## config.mk

```make
export PLATFORM = sky130hd
export DESIGN_NAME = bus_capture_fifo
export DESIGN_NICKNAME = d
export VERILOG_FILES = /design/src/rtl/bus_capture_fifo.sv
export SDC_FILE = /design/constraint.sdc
export NUM_CORES = 1
export LEC_CHECK = 0
export CAP_MARGIN = 30
export CORE_MARGIN = 5
export CORE_UTILIZATION = 48
export CTS_CLUSTER_DIAMETER = 100
export CTS_CLUSTER_SIZE = 20
export DETAILED_ROUTE_END_ITERATION = 7
export PLACE_DENSITY = 0.7
export SLEW_MARGIN = 40
export SYNTH_ARGS = -nofsm -noshare
export SYNTH_HDL_FRONTEND = slang
export SYNTH_SLANG_ARGS = --single-unit
export TNS_END_PERCENT = 30
```

## constraint.sdc

```tcl
create_clock -name clk -period 5.65 [get_ports clk]
set_input_delay 0.8475 -clock clk [delete_from_list [all_inputs] [get_ports clk]]
set_output_delay 0.8475 -clock clk [all_outputs]
set_load 0.02 [all_outputs]
```

## src/rtl/bus_capture_fifo.sv

```systemverilog
// Capture FIFO for the three-register bus: samples {bus_state, bus_data} from
// enabled states and presents them first-word-fall-through on a valid/ready port.
module bus_capture_fifo #(
    parameter int                   DATA_W       = 4,
    parameter int                   ST_W         = 2,
    parameter int                   ADDR_W       = 3,
    parameter logic [(1<<ST_W)-1:0] CAPTURE_MASK = 4'b1110
) (
    input  logic              clk,
    input  logic              rst,
    input  logic [DATA_W-1:0] bus_data,
    input  logic [ST_W-1:0]   bus_state,
    input  logic              capture_en,
    output logic              out_valid,
    input  logic              out_ready,
    output logic [DATA_W-1:0] out_data,
    output logic [ST_W-1:0]   out_src,
    output logic [ADDR_W:0]   count,
    output logic              full,
    output logic              empty,
    output logic              overflow,
    output logic [7:0]        drop_cnt,
    input  logic              clear_ovf
);

    localparam int                ENTRY_W = ST_W + DATA_W;
    localparam int                DEPTH   = 1 << ADDR_W;
    localparam logic [ADDR_W:0]   CNT_MAX = (ADDR_W + 1)'(DEPTH);
    localparam logic [ADDR_W:0]   CNT_ONE = (ADDR_W + 1)'(1);
    localparam logic [ADDR_W-1:0] PTR_ONE = ADDR_W'(1);

    logic [ENTRY_W-1:0] mem [DEPTH];

    logic [ADDR_W-1:0] wr_ptr_q,   wr_ptr_d;
    logic [ADDR_W-1:0] rd_ptr_q,   rd_ptr_d;
    logic [ADDR_W:0]   count_q,    count_d;
    logic              overflow_q, overflow_d;
    logic [7:0]        drop_cnt_q, drop_cnt_d;

    logic               push_req;
    logic               push;
    logic               pop;
    logic               drop;
    logic [ENTRY_W-1:0] head_entry;

    assign full      = (count_q == CNT_MAX);
    assign empty     = (count_q == '0);
    assign out_valid = !empty;
    assign count     = count_q;
    assign overflow  = overflow_q;
    assign drop_cnt  = drop_cnt_q;

    assign push_req = capture_en & CAPTURE_MASK[bus_state];
    assign pop      = out_valid & out_ready;
    // A full FIFO still accepts a word when the head leaves in the same cycle.
    assign push     = push_req & (!full | pop);
    assign drop     = push_req & full & !pop;

    assign head_entry = mem[rd_ptr_q];
    assign out_data   = empty ? '0 : head_entry[DATA_W-1:0];
    assign out_src    = empty ? '0 : head_entry[ENTRY_W-1:DATA_W];

    always_comb begin
        // NOTE: every variable gets a default first so no path leaves it unassigned (no latch).
        wr_ptr_d   = wr_ptr_q;
        rd_ptr_d   = rd_ptr_q;
        count_d    = count_q;
        overflow_d = overflow_q;
        drop_cnt_d = drop_cnt_q;

        if (push) begin
            wr_ptr_d = wr_ptr_q + PTR_ONE;
        end
        if (pop) begin
            rd_ptr_d = rd_ptr_q + PTR_ONE;
        end

        if (push && !pop) begin
            count_d = count_q + CNT_ONE;
        end else if (pop && !push) begin
            count_d = count_q - CNT_ONE;
        end

        if (clear_ovf) begin
            overflow_d = 1'b0;
            drop_cnt_d = '0;
        end else if (drop) begin
            overflow_d = 1'b1;
            if (drop_cnt_q != 8'hFF) begin
                drop_cnt_d = drop_cnt_q + 8'd1;
            end
        end
    end

    always_ff @(posedge clk or posedge rst) begin
        // NOTE: sequential state uses non-blocking assignments so all flops update together.
        if (rst) begin
            wr_ptr_q   <= '0;
            rd_ptr_q   <= '0;
            count_q    <= '0;
            overflow_q <= 1'b0;
            drop_cnt_q <= '0;
        end else begin
            wr_ptr_q   <= wr_ptr_d;
            rd_ptr_q   <= rd_ptr_d;
            count_q    <= count_d;
            overflow_q <= overflow_d;
            drop_cnt_q <= drop_cnt_d;
        end
    end

    // NOTE: storage has no reset; stale entries are unreachable because empty masks the head.
    always_ff @(posedge clk) begin
        if (push) begin
            mem[wr_ptr_q] <= {bus_state, bus_data};
        end
    end

endmodule

```

## Yosys cells after proc, flatten, opt, wreduce, memory -nomap -nowiden

Memories as Yosys holds them, arrays and structs flattened.
Cells that the tools add are included.

- Register bits after elaboration: 19
- Logic and storage cells: 44
- Memories: 1
- Output and inout port bits: 22
- Bits in writable memories: 48
- Input bits: 11

Memory list:

| name | depth | width | rd ports | clocked after Yosys merged registers in | wr ports | RTL line | text |
|---|---|---|---|---|---|---|---|
| mem | 8 | 6 | 1 | 0 | 1 | 32 | `logic [ENTRY_W-1:0] mem [DEPTH];` |

- Eq/ne operators: 2
- Muxes and demuxes: 13
- Reductions and logical operators: 11
- $add $sub $neg: 5
- Order comparisons: 1
- Bitwise gates (word level): 6

Operators with widths:

| operator | count |
|---|---|
| 2-to-1 mux 8 bit | 3 |
| 2-to-1 mux 4 bit | 3 |
| adder 8 x 1 -> 8 bit, second input constant | 1 |
| != test 8 bit, second input constant | 1 |
| adder 3 x 1 -> 3 bit, second input constant | 2 |
| nonzero test 2 bit | 3 |
| AND 1 bit | 5 |
| 2-to-1 mux 1 bit | 5 |
| adder 4 x 1 -> 4 bit, second input constant | 1 |
| == test 4 bit, second input constant | 1 |
| zero test 1 bit | 4 |
| zero test 4 bit | 1 |
| subtractor 4 x 1 -> 4 bit, second input constant | 1 |
| less-than comparator 2 x 3 -> 1 bit, second input constant | 1 |
| binary-select mux 1 bit (select 2 bit) | 1 |
| logical AND 1 bit | 2 |
| 2-to-1 mux 2 bit | 1 |
| AND reduction 2 bit | 1 |
| bitwise OR 1 bit | 1 |

## Longest topological paths before layout

Gate-level depths: netlist (run 1).

- Word-level depth: 9
- Gate-level depth with buffers: 11

## Least setup slack after synthesis (run 1)

OpenSTA, ideal clock, no wires.

- Path kind: reg-to-reg
- Start: register count_q[0] (netlist: count[0])
- End: register count_q[3] (netlist: count[3])
- Clock period less this slack: 2.964 ns
- Arrival: 2.828 ns
- Library setup time: 0.136 ns
- Cell stages (with the launch flop): 11
- Path slack: 2.686 ns
- Path through: dfrtp_1 or4b_4 inv_1 a21o_1 inv_1 ha_1 inv_1 ha_1 a21o_1 a2111oi_0 o31ai_1

- Elaborated cells on any way between the ends: 16
- Classes of those cells: add/sub (2); eq/ne (1); mux (2); bitwise (3); reduce/logical (8)

RTL lines:

| what | RTL line | text |
|---|---|---|
| start, declared | 36 | `logic [ADDR_W:0] count_q, count_d;` |
| start signal, assigned | 106 | `count_q <= count_d;` |
| == test 4 bit (*) | 46 | `assign full = (count_q == CNT_MAX);` |
| net full | 19 | `output logic full,` |
| zero test 1 bit (*) | 56 | `assign push = push_req & (!full \| pop);` |
| bitwise OR 1 bit (*) | 56 |  |
| AND 1 bit (*) | 56 |  |
| net push | 41 | `logic push;` |
| zero test 1 bit | 80 | `end else if (pop && !push) begin` |
| logical AND 1 bit | 80 |  |
| nonzero test 2 bit (no line) | - |  |

The timed path passes the listed nets; every way through them passes the cells marked *. The select of a mux whose other input is x is not followed.
A chain may end at the register's enable or synchronous reset.

## Final worst setup path (run 1)

- Start: input bus_state[0]
- End: register count_q[3] (netlist: count[3])

- Cells in the longest elaborated chain, start to end: 7
- Elaborated cells on any way between the ends: 9
- Classes of those cells: mux (3); bitwise (2); reduce/logical (4)

RTL lines:

| what | RTL line | text |
|---|---|---|
| start, declared | 12 | `input logic [ST_W-1:0] bus_state,` |
| binary-select mux 1 bit (select 2 bit) (*) | 53 | `assign push_req = capture_en & CAPTURE_MASK[bus_state];` |
| 2-to-1 mux 1 bit (not written as such) (*) | 53 |  |
| AND 1 bit (*) | 53 |  |
| AND 1 bit (*) | 56 |  |
| net push | 41 |  |
| zero test 1 bit | 80 |  |
| logical AND 1 bit | 80 |  |
| nonzero test 2 bit (no line) | - |  |

Marked as above.

==> out/qor.log, run 1 <==
qor: place.preCtsSetupSlack 1.910 ns
qor: grt.global_route.usage.total 16.03%
qor: detailed_routing.wl_met2 2787 um
qor: cts.htree_levels 3
qor: final_layout.stdcell_area 3572 sq um
qor: detailed_routing.post_drt_wl_per_cell 17.96 um
qor: sta.rsz0062_at_grt false
qor: setup_path.timing.critical_path.to_type register
qor: final_layout.final-seq-area 1918 sq um
qor: floorplanning.die_area 7729 sq um
qor: sta.fin_crit 3.445 ns
qor: synth.synth_async_sr_flop_share 28.36%
qor: place.place.port_buffers 32
qor: power_and_ir_drop.total_switching_power 567.8 uW
qor: final_layout.antenna-diode-count 0
qor: place.place.detailed.hpwl 3666 um
qor: cts.cts_root_buffer clkbuf_8
qor: final_layout.areaGrowthSynthToFinish 22.58%
qor: power_and_ir_drop.power.clock.fraction 25.1%
qor: final_layout.final_core_util 60.33%
qor: cts.cts_post_setup_buffers_inserted 0
qor: sta.fin_crit_share 60.98%
qor: sta.fin_skew 0.007664 ns
qor: setup_path.critical-path-max-stage-delay 0.57 ns
qor: floorplanning.rows 28
qor: grt.first_global_vias 1682
qor: place.detailed_place.area 3347 sq um
qor: setup_path.timing.critical_path.cells clkdlybuf4s50_1, o21ai_0, a21o_1, inv_1, ha_1, inv_1, ha_1, a21o_1, a2111oi_0, o31ai_1
qor: floorplanning.dieHeight 87.92 um
qor: detailed_routing.topRoutingLayerUsed met4
qor: power_and_ir_drop.share_comb_of_total_power 32.0%
qor: min_path.min-delay-path-class register to register
qor: synth.synthesis.instances 192
qor: detailed_routing.drt-vias-per-instance 5.584
qor: synth.sequential_fraction_of_the_synthesis_area 65.78%
qor: detailed_routing.met3_length 232 um
qor: detailed_routing.first_pass_drt_iterations 4
qor: setup_path.critical_path_arrival 3.66 ns
qor: detailed_routing.remaining_design_rule_violation_count 0
qor: detailed_routing.met1_length 2446 um
qor: synth.synth_fp_nets 210
qor: final_layout.numnets_final 246
qor: power_and_ir_drop.ir_worst_vdd 252.5 uV
qor: run.timing.max_cap.violations 0
qor: detailed_routing.antenna_violating_nets_post_route 0
qor: final_layout.final_common_cell edfxtp_1
qor: sta.relSlewSlack 55.78%
qor: synth.synth_area 2914 sq um
qor: grt.grt-ovfl-total 0
qor: power_and_ir_drop.leakage 1.264 nW
qor: detailed_routing.drt_first_iter_violations 110
qor: synth.postSynth.topFlopCell edfxtp_1
qor: cts.cts_resized 0
qor: grt.largest_net_degree_at_the_start_of_global_routing 20
qor: sta.finalHoldViolations 0
qor: setup_path.critical_path.max_fanout 9
qor: sta.final.setup.tns 0 ns
qor: synth.synth_edf_count 48
qor: power_and_ir_drop.internal_power 1.159 mW
qor: setup_path.cpMaxStageDelayCell clkdlybuf4s50_1
qor: power_and_ir_drop.seqPwrFrac 42.8%
qor: floorplanning.floorplan.core_area 5921 sq um
qor: power_and_ir_drop.switching_share 32.88%
qor: final_layout.layout.cells.most_common_list edfxtp_1 (48), clkdlybuf4s50_1 (32), dfrtp_1 (18)
qor: sta.worstMarginPinSlew 0.6573 ns
qor: sta.setup_violations 0
qor: detailed_routing.totalWireLength 5532 um
qor: place.gp_routability_congestion 0.7521
qor: detailed_routing.num_vias 1720
qor: grt.grt_pass1_wl 9080 um
qor: synth.synth_seq_cells 67
qor: cts.cts_buffers 9
qor: floorplanning.initial_core_util 49.22%
qor: synth.mean_syn_cell_area 15.18 sq um
qor: grt.antenna_found_initial 0
qor: synth.ys.warnings.count 0
qor: cts.cts.sinks 67
qor: setup_path.crit_required 5.86 ns
qor: cts.worst_skew_pair.late_latency 0.33 ns
qor: final_layout.layout_fillers 454
qor: final_layout.layout-drive-gt1-share 17.17%
qor: cts.max-clock-path-buffers 2
qor: synth.count_of_unique_library_cells_instantiated_by_yosys 36
qor: cts.cts_tree yes
qor: final_layout.area_occupied_by_multi_input_gates 989.7 sq um
qor: power_and_ir_drop.cellPowerDensity 483.5 nW/um^2
qor: sta.postLayoutSetupSlackWorst 2.205 ns
qor: sta.maxSlewViolCount 0
qor: sta.maximum_clock_frequency 290.2 MHz
qor: floorplanning.die_width 87.92 um
qor: floorplanning.io-pin-count 33
qor: setup_path.criticalPathCategory primary input to register
qor: setup_path.timing.critical_path.from_type primary input
qor: cts.ctsHoldBuffers 0
qor: outcome.status finished, final reports clean
qor: cts.path_clk_slew 0.07 ns
through the flow:
step                total power, mW  hold slack [ns]  cells
floorplan                     1.077           0.5246    192
global placement              1.284           0.5010    292
detailed placement            1.307           0.5134    292
CTS                           1.741           0.5227    308
global route                  1.824           0.5675    308
finish                        1.727           0.5168    308
routing by layer:
| layer | vias to the layer above | global-route usage, % |
|---|---|---|
| met4 | 0 | 6.695 |
| met2 | 28 | 24.25 |
| met1 | 873 | 22.44 |
| met3 | 6 | 3.763 |
| met5 | - | 0 |
| li1 | 813 | - |
critical path, delay by kind of cell:
| kind | cells | cell delay [ns] |
|---|---|---|
| compound gates | 5 | 1.42 |
| fa+ha+maj | 2 | 0.51 |
| buf+inv | 3 | 0.88 |
synthesized netlist by cell type, types with 4 or more instances:
cell type	instances	area share, %
a21oi_1	7	1.2
dfrtp_1	19	16
edfxtp_1	48	49
ha_1	6	2.6
inv_1	9	1.2
mux2i_1	7	2.4
mux4_2	12	9.3
nand2_1	13	1.7
nand3_1	5	0.86
nor2_1	9	1.2
nor3_1	7	1.2
o21ai_0	4	0.69
o31ai_1	4	1.0
xnor2_1	6	1.8
power groups by stage:
stage,Clock (mW),Combinational [mW],Sequential (mW)
floorplan,0,0.394,0.682
global placement,0,0.544,0.740
detailed placement,0,0.557,0.751
CTS,0.442,0.559,0.741
global route,0.464,0.600,0.760
finish,0.434,0.553,0.740
logic make-up (layout without fill, tap and decap cells):
group	after synthesis	after routing	share of synthesized area (%)
xor+xnor	6	6	1.803
compound gates	21	21	4.509
simple gates	54	54	10.05
buf+inv	16	57	2.147
fa+ha+maj	7	7	3.263
mux	21	21	12.45
flops	67	67	65.78
flip-flops by register name, indices dropped and copies added, names as in the netlist:
name	cells
mem	48
drop_cnt	8
count	4
rd_ptr_q	3
wr_ptr_q	3
overflow	1
worst paths after layout:
kind,startpoint,end,slack [ns],cells past startpoint
max,bus_state[0],count[3],2.20,10
min,overflow,overflow,0.52,2
max reg2reg,count[0],count[3],2.52,10
min reg2reg,overflow,overflow,0.52,2
max in group asynchronous,rst,rd_ptr_q[0],4.51,2
min in group asynchronous,rst,count[0],0.82,2
area by class of cell:
| class | instances | share of cell area [%] |
|---|---|---|
| clock buffer | 10 | 3.573 |
| clock inverter | 6 | 2.487 |
| inverter | 9 | 0.9457 |
| multi-input combinational | 109 | 27.71 |
| sequential | 67 | 53.70 |
| tap | 75 | 2.627 |
| timing repair buffer | 32 | 8.967 |
Power figures use the tool's default switching activity.
==> run 2: changes to the inputs <==
==> constraint.sdc (replaced) <==
create_clock -name clk -period 3.3 [get_ports clk]
set_input_delay 0.495 -clock clk [delete_from_list [all_inputs] [get_ports clk]]
set_output_delay 0.495 -clock clk [all_outputs]
set_load 0.02 [all_outputs]
==> run 2 against run 1 <==
Compared with the run above:
- hold slack worse by 0.052 ns
- count of clock-buffer cells in the layout is 1 lower
- sequential power increased by 65%
- die area stayed put
- flip-flop and latch count did not move
- largest cell class unchanged
- highest routed layer unchanged
==> out/qor.log, run 2 (synthesis gave the netlist of run 1 again) <==
qor: detailed_routing.first_pass_drt_iterations 4 [unchanged]
qor: sta.setup_violations 0 [unchanged]
qor: sta.postLayoutSetupSlackWorst 0.2477 ns [was 2.205 ns]
qor: grt.largest_net_degree_at_the_start_of_global_routing 20 [unchanged]
qor: outcome.status finished, final reports clean [unchanged]
qor: floorplanning.rows 28 [unchanged]
qor: grt.antenna_found_initial 0 [unchanged]
qor: grt.first_global_vias 1709 [was 1682]
qor: floorplanning.die_area 7729 sq um [unchanged]
qor: run.timing.max_cap.violations 0 [unchanged]
qor: sta.final.setup.tns 0 ns [unchanged]
qor: detailed_routing.drt_first_iter_violations 94 [was 110]
qor: cts.cts_post_setup_buffers_inserted 0 [unchanged]
qor: grt.grt-ovfl-total 0 [unchanged]
qor: floorplanning.dieHeight 87.92 um [unchanged]
qor: detailed_routing.remaining_design_rule_violation_count 0 [unchanged]
qor: cts.cts_buffers 9 [unchanged]
qor: cts.cts_resized 0 [unchanged]
qor: place.place.detailed.hpwl 3785 um [was 3666 um]
qor: final_layout.layout.cells.most_common_list edfxtp_1 (48), clkdlybuf4s50_1 (32), dfrtp_1 (19) [was edfxtp_1 (48), clkdlybuf4s50_1 (32), dfrtp_1 (18)]
qor: power_and_ir_drop.leakage 1.317 nW [was 1.264 nW]
qor: cts.max-clock-path-buffers 2 [unchanged]
qor: setup_path.cp.depth 5 [was 10]
qor: place.place_inst 305 [was 292]
qor: final_layout.area_occupied_by_multi_input_gates 934.6 sq um [was 989.7 sq um]
qor: floorplanning.io-pin-count 33 [unchanged]
qor: grt.grt_pass1_wl 8742 um [was 9080 um]
qor: floorplanning.floorplan.core_area 5921 sq um [unchanged]
qor: final_layout.stdcell_count 321 [was 308]
qor: sta.relSlewSlack 55.76% [was 55.78%]
qor: cts.cts_root_buffer clkbuf_8 [unchanged]
qor: min_path.min-delay-path-class primary input to async pin [was register to register]
qor: setup_path.critical_path_buf_inv_count 2 [was 3]
qor: setup_path.timing.critical_path.cells buf_4, mux4_2, mux2i_1, nor2_1, clkdlybuf4s50_1 [was clkdlybuf4s50_1, o21ai_0, a21o_1, inv_1, ha_1, inv_1, ha_1, a21o_1, a2111oi_0, o31ai_1]
qor: setup_path.critical_path.max_fanout 10 [was 9]
qor: detailed_routing.drt-vias-per-instance 5.417 [was 5.584]
qor: detailed_routing.post_drt_wl_per_cell 17.03 um [was 17.96 um]
qor: sta.fin_skew 0.006656 ns [was 0.007664 ns]
qor: sta.fin_crit_share 92.49%
qor: setup_path.crit_required 2.80 ns [was 5.86 ns]
qor: setup_path.worst-r2r-cell-count 10 [unchanged]
qor: cts.ctsHoldBuffers 0 [unchanged]
qor: power_and_ir_drop.cellPowerDensity 809.1 nW/um^2 [was 483.5 nW/um^2]
qor: power_and_ir_drop.totalPowerFinal 2.916 mW [was 1.727 mW]
qor: setup_path.cp_top_family buffers and inverters [was compound AO/OA/AOI/OAI gates]
qor: cts.path_clk_slew 0.08 ns [was 0.07 ns]
qor: floorplanning.initial_core_util 49.22% [unchanged]
qor: detailed_routing.num_vias 1739 [was 1720]
qor: sta.hold-worst-slack 0.4647 ns [was 0.5168 ns]
qor: sta.maxSlewViolCount 0 [unchanged]
qor: setup_path.criticalPathCategory register to output pin [was primary input to register]
qor: cts.cts_tree yes [unchanged]
qor: sta.maximum_clock_frequency 327.6 MHz
qor: place.gp_routability_congestion 0.7119 [was 0.7521]
qor: final_layout.final-seq-area 1917 sq um [was 1918 sq um]
qor: grt.global_route.usage.total 15.66% [was 16.03%]
qor: cts.htree_levels 3 [unchanged]
qor: final_layout.layout-drive-gt1-share 18.70% [was 17.17%]
qor: detailed_routing.totalWireLength 5466 um [was 5532 um]
qor: power_and_ir_drop.ir_worst_vdd 399.5 uV [was 252.5 uV]
qor: final_layout.layout_fillers 468 [was 454]
qor: final_layout.antenna-diode-count 0 [unchanged]
qor: place.preCtsSetupSlack 0.3121 ns [was 1.910 ns]
qor: setup_path.cpMaxStageDelayCell dfrtp_1 [was clkdlybuf4s50_1]
qor: final_layout.areaGrowthSynthToFinish 23.70% [was 22.58%]
qor: cts.cts.sinks 67 [unchanged]
qor: setup_path.timing.critical_path.from_type register [was primary input]
qor: sta.finalHoldViolations 0 [unchanged]
qor: sta.rsz0062_at_grt false [unchanged]
qor: floorplanning.die_width 87.92 um [unchanged]
qor: cts.worst_skew_pair.late_latency 0.34 ns [was 0.33 ns]
qor: sta.worstMarginPinSlew 0.6576 ns [was 0.6573 ns]
qor: sta.fin_crit 3.052 ns
qor: detailed_routing.antenna_violating_nets_post_route 0 [unchanged]
qor: final_layout.most_flop_heavy_register mem [unchanged]
qor: setup_path.timing.critical_path.to_type output pin [was register]
qor: setup_path.critical_path_arrival 2.56 ns [was 3.66 ns]
qor: place.place.port_buffers 32 [unchanged]
qor: setup_path.critical-path-max-stage-delay 0.71 ns [was 0.57 ns]
qor: final_layout.final_common_cell edfxtp_1 [unchanged]
qor: final_layout.numnets_final 259 [was 246]
qor: final_layout.largest_reg_flops 48 [unchanged]
-- run 2: area by class of cell --
type / count / area share, %
Clock inverter: 7 / 2.326
Clock buffer: 9 / 3.436
Timing Repair Buffer: 45 / 11.59
Inverter: 9 / 0.9372
Multi-Input combinational cell: 109 / 25.93
Tap cell: 75 / 2.603
Sequential cell: 67 / 53.18
-- run 2: final timing paths --
check	end	slack, ns	start
setup / recovery	out_data[1]	0.25	rd_ptr_q[0]
hold / removal	count[1]	0.46	rst
setup reg to reg	count[3]	0.49	count[0]
hold reg to reg	overflow	0.53	overflow
max in group asynchronous	drop_cnt[4]	2.54	rst
min in group clk	overflow	0.53	overflow
-- run 2: metrics by stage --
stage / cell area, sq um / utilization [%]
finish: 3605 / 60.88
detailed placement: 3397 / 57.38
global placement: 3397 / 57.38
floorplan: 2914 / -
global route: 3605 / 60.88
CTS: 3605 / 60.88
-- run 2: per-layer routing --
metal | track usage [%] | wire length (um) | up-vias
li1 | - | - | 841
met1 | 21.71 | 2382 | 854
met2 | 23.90 | 2713 | 38
met3 | 4.704 | 310 | 6
met4 | 5.021 | 59 | 0
met5 | 0 | 0 | -
-- run 2: where the power goes --
| group | switching, mW | total, mW | leakage [nW] | internal [mW] |
|---|---|---|---|---|
| logic | 0.448 | 0.993 | 0.536 | 0.545 |
| clock network | 0.340 | 0.703 | 0.103 | 0.363 |
| registers | 0.186 | 1.22 | 0.679 | 1.03 |
